**src/rtl/color_remap_pkg.sv**
```systemverilog
// Shared types and constants for the colour remapper.
package color_remap_pkg;

   localparam int DEFAULT_RGB_W = 8;

   typedef logic [DEFAULT_RGB_W-1:0] rgb_t;

   typedef struct packed {
      logic valid;
      logic blink;
      rgb_t from;
      rgb_t to;
   } remap_entry_t;

   localparam rgb_t TRANSPARENT_COLOR = 8'hFF;

endpackage

```
**src/rtl/color_remap_blink_timer.sv**
```systemverilog
// Frame-counted blink phase generator; compiled only when COLOR_REMAP_BLINK_EN is defined.
// blink_phase toggles every BLINK_FRAMES startOfFrame pulses and resets to 1 (on).
`ifdef COLOR_REMAP_BLINK_EN
module color_remap_blink_timer #(
   parameter int BLINK_FRAMES = 15
) (
   input  logic clk,
   input  logic reset,
   input  logic startOfFrame,
   output logic blink_phase
);

   localparam int CNT_W = (BLINK_FRAMES > 1) ? $clog2(BLINK_FRAMES) : 1;

   logic [CNT_W-1:0] cnt_q, cnt_d;
   logic             phase_q, phase_d;

   always_comb begin
      cnt_d   = cnt_q;
      phase_d = phase_q;
      if (startOfFrame) begin
         if (cnt_q == CNT_W'(BLINK_FRAMES - 1)) begin
            cnt_d   = '0;
            phase_d = ~phase_q;
         end else begin
            cnt_d = cnt_q + CNT_W'(1);
         end
      end
   end

   always_ff @(posedge clk) begin
      if (reset) begin
         cnt_q   <= '0;
         phase_q <= 1'b1;
      end else begin
         cnt_q   <= cnt_d;
         phase_q <= phase_d;
      end
   end

   assign blink_phase = phase_q;

endmodule
`endif

```
**src/rtl/color_remapper.sv**
```systemverilog
// Programmable from->to pixel colour substitution table with registered output.
// Define COLOR_REMAP_BLINK_EN to add per-entry blinking driven by a frame timer.
module color_remapper
   import color_remap_pkg::*;
#(
   parameter  int NUM_ENTRIES  = 4,
   parameter  int RGB_W        = 8,
   parameter  int BLINK_FRAMES = 15,
   localparam int IDX_W        = (NUM_ENTRIES > 1) ? $clog2(NUM_ENTRIES) : 1
) (
   input  logic             clk,
   input  logic             reset,
   input  logic             startOfFrame,
   input  logic             enable,
   input  logic [RGB_W-1:0] RGBin,
   input  logic             wr_en,
   input  logic [IDX_W-1:0] wr_idx,
   input  logic             wr_valid,
   input  logic             wr_blink,
   input  logic [RGB_W-1:0] wr_from,
   input  logic [RGB_W-1:0] wr_to,
   input  logic             clear_all,
   output logic [RGB_W-1:0] RGBout,
   output logic             hit,
   output logic             blink_phase
);

   logic [NUM_ENTRIES-1:0]            valid_q, valid_d;
   logic [NUM_ENTRIES-1:0][RGB_W-1:0] from_q, from_d;
   logic [NUM_ENTRIES-1:0][RGB_W-1:0] to_q, to_d;
   logic [RGB_W-1:0]                  rgb_q, rgb_d;
   logic                              hit_q, hit_d;
   logic                              found;
   logic [RGB_W-1:0]                  sel;

`ifdef COLOR_REMAP_BLINK_EN
   logic [NUM_ENTRIES-1:0] blink_q, blink_d;

   color_remap_blink_timer #(
      .BLINK_FRAMES (BLINK_FRAMES)
   ) u_blink_timer (
      .clk          (clk),
      .reset        (reset),
      .startOfFrame (startOfFrame),
      .blink_phase  (blink_phase)
   );
`else
   logic unused_blink;
   assign unused_blink = ^{startOfFrame, wr_blink};
   assign blink_phase  = 1'b1;
`endif

   // Out-of-range wr_idx matches no entry, so such writes fall through untouched.
   always_comb begin
      valid_d = valid_q;
      from_d  = from_q;
      to_d    = to_q;
`ifdef COLOR_REMAP_BLINK_EN
      blink_d = blink_q;
`endif
      if (clear_all) begin
         valid_d = '0;
`ifdef COLOR_REMAP_BLINK_EN
         blink_d = '0;
`endif
      end else if (wr_en) begin
         for (int i = 0; i < NUM_ENTRIES; i++) begin
            if (wr_idx == IDX_W'(i)) begin
               valid_d[i] = wr_valid;
               from_d[i]  = wr_from;
               to_d[i]    = wr_to;
`ifdef COLOR_REMAP_BLINK_EN
               blink_d[i] = wr_blink;
`endif
            end
         end
      end
   end

   // Lowest active index wins; the table is read from registers, so writes never bypass.
   always_comb begin
      logic act;
      act   = 1'b0;
      found = 1'b0;
      sel   = '0;
      for (int i = 0; i < NUM_ENTRIES; i++) begin
`ifdef COLOR_REMAP_BLINK_EN
         act = valid_q[i] && (from_q[i] == RGBin) && (!blink_q[i] || blink_phase);
`else
         act = valid_q[i] && (from_q[i] == RGBin);
`endif
         if (act && !found) begin
            found = 1'b1;
            sel   = to_q[i];
         end
      end
      hit_d = enable && found;
      rgb_d = hit_d ? sel : RGBin;
   end

   always_ff @(posedge clk) begin
      if (reset) begin
         valid_q <= '0;
         rgb_q   <= '0;
         hit_q   <= 1'b0;
`ifdef COLOR_REMAP_BLINK_EN
         blink_q <= '0;
`endif
      end else begin
         valid_q <= valid_d;
         rgb_q   <= rgb_d;
         hit_q   <= hit_d;
`ifdef COLOR_REMAP_BLINK_EN
         blink_q <= blink_d;
`endif
      end
   end

   // Colour fields are qualified by valid, so they carry no reset.
   always_ff @(posedge clk) begin
      from_q <= from_d;
      to_q   <= to_d;
   end

   assign RGBout = rgb_q;
   assign hit    = hit_q;

endmodule
```
**config.mk**
```make
export PLATFORM = sky130hd
export DESIGN_NAME = color_remapper
export DESIGN_NICKNAME = d
export VERILOG_FILES = /design/src/rtl/color_remap_pkg.sv /design/src/rtl/color_remap_blink_timer.sv /design/src/rtl/color_remapper.sv
export SDC_FILE = /design/constraint.sdc
export NUM_CORES = 1
export LEC_CHECK = 0
export ABC_CLOCK_PERIOD_IN_PS = 4400
export CORE_ASPECT_RATIO = 0.9
export CORE_MARGIN = 1
export CORE_UTILIZATION = 40
export CTS_CLUSTER_DIAMETER = 50
export CTS_CLUSTER_SIZE = 10
export DETAILED_ROUTE_END_ITERATION = 6
export PLACE_DENSITY_LB_ADDON = 0.05
export SKIP_CTS_REPAIR_TIMING = 1
export SYNTH_ARGS = -nofsm -noshare
export SYNTH_HDL_FRONTEND = slang
export SYNTH_SLANG_ARGS = --single-unit
export TNS_END_PERCENT = 1
```
**constraint.sdc**
```tcl
create_clock -name clk -period 4.4 [get_ports clk]
set_input_delay 0.88 -clock clk [delete_from_list [all_inputs] [get_ports clk]]
set_output_delay 0.88 -clock clk [all_outputs]
set_load 0.1 [all_outputs]
```
Yosys cells after proc, flatten, opt, wreduce, memory -nomap -nowiden
Cells that the tools add are included.
W data, S select, Z words.
{"block": "word_totals", "input_bits": 34, "reg_bits": 77, "output_inout_bits": 10}
{"block": "op_classes", "reduce_logical": 21, "mux": 9, "eq_ne": 7, "bitwise_logic": 1}
{"operator": "$mux W8", "n": 5}
{"operator": "$eq A8 B8 Y1", "n": 4}
{"operator": "$reduce_and A3 Y1", "n": 4}
{"operator": "$logic_and A1 B1 Y1", "n": 8}
{"operator": "$reduce_and A2 Y1", "n": 4}
{"operator": "$eq A2 B2 Y1 const B", "n": 2}
{"operator": "$mux W1", "n": 4}
{"operator": "$logic_not A1 Y1", "n": 3}
{"operator": "$eq A2 B1 Y1 const B", "n": 1}
{"operator": "$logic_not A2 Y1", "n": 1}
{"operator": "$reduce_or A2 Y1", "n": 1}
{"operator": "$not A1 Y1", "n": 1}

Logic depth before layout (Yosys ltp)
{"block": "logic_depth", "ltp_word": 14, "ltp_mapped": 9, "mapped_depth_nobuf": 7}

Least setup slack after synthesis
Ideal clock, no wire load.
{"block": "synth_path", "kind": "input port to flip-flop", "start": "input wr_en", "end": "register from_q[0] in the netlist's numbering (enable)", "arrival_ns": 2.334, "setup_time_ns": 0.413, "path_buffers": 0, "setup_slack_ns": 1.653, "stages": 2, "required_time_ns": 3.987, "path_cell_list": "nor2b_1 nor3b_1"}
{"block": "synth_between", "elab_chain_cells": 1}
{"item": "start: declaration", "line": "color_remapper.sv:16", "source": "input logic wr_en,"}
{"item": "$reduce_and A3 Y1 (no source line)"}
{"item": "end signal: assignment", "line": "color_remapper.sv:121", "source": "from_q <= from_d;"}
{"item": "end: declaration", "line": "color_remapper.sv:29", "source": "logic [NUM_ENTRIES-1:0][RGB_W-1:0] from_q, from_d;"}
Every way passes these cells.
A chain may end at the register's enable or synchronous reset.

Worst setup path in the final report
{"block": "layout_path", "start": "input RGBin[5]", "end": "register rgb_q[7] (netlist: RGBout[7])"}
{"block": "layout_between", "elab_chain_cells": 14, "elab_cells_between_ends": 24, "classes_between": "4 x eq/ne; 9 x mux; 11 x reduce/logical"}
{"item": "start: declaration", "line": "color_remapper.sv:15", "source": "input logic [RGB_W-1:0] RGBin,"}
{"item": "$eq A8 B8 Y1", "line": "color_remapper.sv:90", "source": "act = valid_q[i] && (from_q[i] == RGBin);"}
{"item": "$logic_and A1 B1 Y1", "line": "color_remapper.sv:90"}
{"item": "$mux W1", "line": "color_remapper.sv:92", "source": "if (act && !found) begin"}
{"item": "$logic_not A1 Y1", "line": "color_remapper.sv:92"}
{"item": "$logic_and A1 B1 Y1", "line": "color_remapper.sv:92"}
{"item": "$mux W1", "line": "color_remapper.sv:92"}
{"item": "$logic_not A1 Y1", "line": "color_remapper.sv:92"}
{"item": "$logic_and A1 B1 Y1", "line": "color_remapper.sv:92"}
{"item": "$mux W1", "line": "color_remapper.sv:92"}
{"item": "$logic_not A1 Y1", "line": "color_remapper.sv:92"}
{"item": "$logic_and A1 B1 Y1", "line": "color_remapper.sv:92"}
{"item": "$mux W1", "line": "color_remapper.sv:92"}
{"item": "$logic_and A1 B1 Y1", "line": "color_remapper.sv:97", "source": "hit_d = enable && found;"}
{"item": "$mux W8 *", "line": "color_remapper.sv:98", "source": "rgb_d = hit_d ? sel : RGBin;"}
{"item": "end signal: assignment", "line": "color_remapper.sv:111", "source": "rgb_q <= rgb_d;"}
{"item": "end: declaration", "line": "color_remapper.sv:31", "source": "logic [RGB_W-1:0] rgb_q, rgb_d;"}
Every way passes the cells marked *; elsewhere a longest branch is shown, timed or not.

==> results.py <==
metrics = {
    "routing": {
        "vias_per_cell": 5.14,
        "drc": 0,
        "wl_per_cell_um": 18.4,
        "antenna_left": 0,
        "drt_first_iter_violations": 71,
        "vias": 1959,
        "drt-total-wl_um": 7030,
        "firstDrtPassIters": 4,
    },
    "global_route": {
        "grt_max_degree": 18,
        "grt_use_total_pct": 18.1,
        "grt_pass1_vias": 1966,
        "antenna_found_initial": 0,
        "grt_pass1_wl_um": 11000,
        "grt_overflow": 0,
    },
    "sta": {
        "tns_ns": 0,
        "slew_viol_final": 0,
        "min_period_over_period_pct": 74.9,
        "final_hold_viol_count": 0,
        "clock_skew_ns": 0.00650,
        "setup_viol": 0,
        "whs_ns": 0.556,
        "post-route-min-period_ns": 3.30,
        "slew_headroom_pct": 35.5,
        "worst_slew_pin_slew_ns": 0.965,
        "fmax_mhz": 303,
        "rsz0062_at_grt": "no",
    },
    "die": {
        "io_pins": 44,
        "dieHeight_um": 87.5,
        "dieArea_mm2": 0.00849,
        "core_mm2": 0.00769,
        "initial_core_util_pct": 42.3,
        "num_rows": 30,
        "die_w_um": 97.0,
    },
    "final_layout": {
        "seqCellArea_mm2": 0.00218,
        "multi_input_area_um2": 975,
        "n_antenna_cell": 0,
        "drive_above_1_share_pct": 9.47,
        "area_delta_synth_final_pct": 21.4,
        "final_nets": 314,
        "final_util_pct": 51.3,
        "fillCellCount": 671,
    },
    "worst_setup_path": {
        "arrival_ns": 3.51,
        "path_cells": "clkdlybuf4s50_1 > xnor2_1 > nand2_1 > nor3_2 > or2_1 > a31oi_1 > a221oi_1 > nor3_1",
        "reg2reg_to": "RGBout[7]",
        "critPathLaunchType": "input port",
        "cp_num_cells": 8,
        "critPathKind": "in -> reg",
        "cpPeakStageDelay_ns": 0.56,
        "crit_family": "simple AND/OR/NAND/NOR gates",
        "worstReg2RegStart": "from_q[13]",
        "worstSetupStartpoint": "RGBin[5]",
        "slowest_stage": "xnor2_1",
        "endpoint": "RGBout[7]",
        "crit_fanout": 7,
        "worstPathBufferInverterCount": 1,
        "regToRegSetupSlack_ns": 1.89,
        "crit_path_end_kind": "flip-flop",
        "worst-endpoint-required_ns": 4.62,
        "reg2regPathDepth": 7,
    },
    "synth": {
        "ys_seq_area_share_pct": 67.1,
        "syn_avg_cell_area_um2": 13.6,
        "synthFlopType": "edfxtp_1",
        "syn_inst": 239,
        "ys_types": 37,
        "synthArstFlopShare_pct": 0,
        "syn_area_mm2": 0.00325,
        "ys_ff_latch": 77,
        "syn-num-nets": 273,
        "ys_warn_count": 0,
        "synth_edf_count": 64,
    },
    "place": {
        "io_buffers": 40,
        "routabilityCongestion": 0.756,
        "hpwl_um": 4630,
    },
    "outcome": {
        "status": "finished, final reports clean",
    },
    "power_and_ir_drop": {
        "peakVddDrop_mv": 0.201,
        "p_per_area_mw_per_mm2": 391,
        "leakagePower_nw": 1.33,
    },
    "min_path": {
        "whs_path_depth": 2,
        "min_path_type": "reg -> reg",
    },
    "cts": {
        "h-tree-depth": 3,
        "clock_sinks": 77,
        "cts_tree": "yes",
        "numCtsBuffers": 9,
        "clk_pin_slew_ns": 0.08,
        "cts_buffer_depth": 2,
        "cts_root_buf": "clkbuf_8",
        "insertion_delay_ns": 0.35,
    },
    "job": {
        "drv_cap": 0,
    },
}
-- flip-flops by register name, indices dropped and copies added, names as in the netlist --
signal and count:
from_q 32, to_q 32, valid_q 4, hit 1, RGBout 8
-- worst min-delay path, delay by kind of cell, from the launching register on --
family           cells  cell delay (ns)
DFF                  1             0.33
muxes                1             0.13
and+or+nand+nor      1             0.06
-- synthesized netlist by cell type, types with 3 or more instances --
| cell type | number | area share, % |
|---|---|---|
| a221oi_1 | 5 | 1.3 |
| a31oi_1 | 6 | 1.2 |
| buf_2 | 5 | 0.77 |
| clkbuf_1 | 5 | 0.58 |
| dfxtp_1 | 13 | 8.0 |
| edfxtp_1 | 64 | 59 |
| inv_1 | 6 | 0.69 |
| mux2i_1 | 4 | 1.2 |
| nand2_1 | 7 | 0.81 |
| nand2b_1 | 8 | 1.5 |
| nand3_1 | 5 | 0.77 |
| nand4_1 | 8 | 1.5 |
| nor2_1 | 25 | 2.9 |
| nor2b_1 | 3 | 0.58 |
| nor3_1 | 10 | 1.5 |
| nor3_2 | 5 | 1.5 |
| o211a_1 | 4 | 1.2 |
| o21ai_0 | 5 | 0.77 |
| xnor2_1 | 17 | 4.6 |
| xor2_1 | 14 | 3.8 |
-- cells by family (layout without fill, tap and decap cells) --
logic type	Yosys count	in the layout	synth area share, %
DFF	77	77	67.1
and+or+nand+nor	81	81	14.2
xor gates and xnor gates	32	32	8.85
AOI/OAI and AO/OA	24	24	5.39
other	1	1	0.115
buffers and inverters	20	66	3.08
muxes	4	4	1.23
-- cell usage in the layout, fill, tap and decap left out, drive strengths merged, types with 2 or more instances in the layout --
cell / instances
nand2b: 8
nor3: 15
clkbuf: 12
clkinv: 2
o211a: 4
bufinv: 2
nand4: 9
nor2b: 3
nor2: 25
nor3b: 2
clkdlybuf4s50: 40
a221oi: 5
o21ai: 7
nand3: 5
a31oi: 6
xnor2: 18
buf: 4
nand2: 7
inv: 6
edfxtp: 64
dfxtp: 13
xor2: 14
nor4: 2
mux2i: 4
-- per-layer routing --
layer  share of wire [%]  track usage, %  vias up
li1                    -               -      949
met1                  48            24.1      951
met2                  45            27.8       53
met3                 5.2            6.62        6
met4                0.97            5.56        0
met5                   0               0        -
-- layout make-up --
class	instances	area share, %
Clock inverter	4	1.87
Inverter	6	0.570
Timing Repair Buffer	44	10.9
Multi-Input combinational cell	142	24.7
Tap cell	96	3.04
Sequential cell	77	55.3
Clock buffer	12	3.68
-- metrics by stage --
| stage | power (W) | worst slack (ns) | cell area [um2] | cells |
|---|---|---|---|---|
| after global routing | 0.00160 | 0.891 | 3950 | 381 |
| after detailed placement | 0.000975 | 0.807 | 3730 | 365 |
| final | 0.00154 | 1.10 | 3950 | 381 |
| after global placement | 0.000974 | 0.823 | 3730 | 365 |
| after floorplan | 0.000917 | 1.65 | 3250 | 239 |
| after CTS | 0.00156 | 1.16 | 3950 | 381 |
-- power by group --
| part | switching [W] | internal [W] |
|---|---|---|
| clock network | 0.000251 | 0.000335 |
| registers | 0.00000803 | 0.000813 |
| logic | 0.0000839 | 0.0000522 |
| total | 0.000343 | 0.00120 |
-- worst min-delay path by stage --
stage	to	slack [ns]	startpoint
3_5_place_dp	valid_q[3]	0.53	valid_q[3]
2_1_floorplan	valid_q[0]	0.50	valid_q[0]
6_report	valid_q[3]	0.56	valid_q[3]
5_1_grt	valid_q[3]	0.56	valid_q[3]
4_1_cts	valid_q[3]	0.55	valid_q[3]
3_3_place_gp	valid_q[0]	0.52	valid_q[0]
No activity file was read; power rests on OpenSTA's default activity.
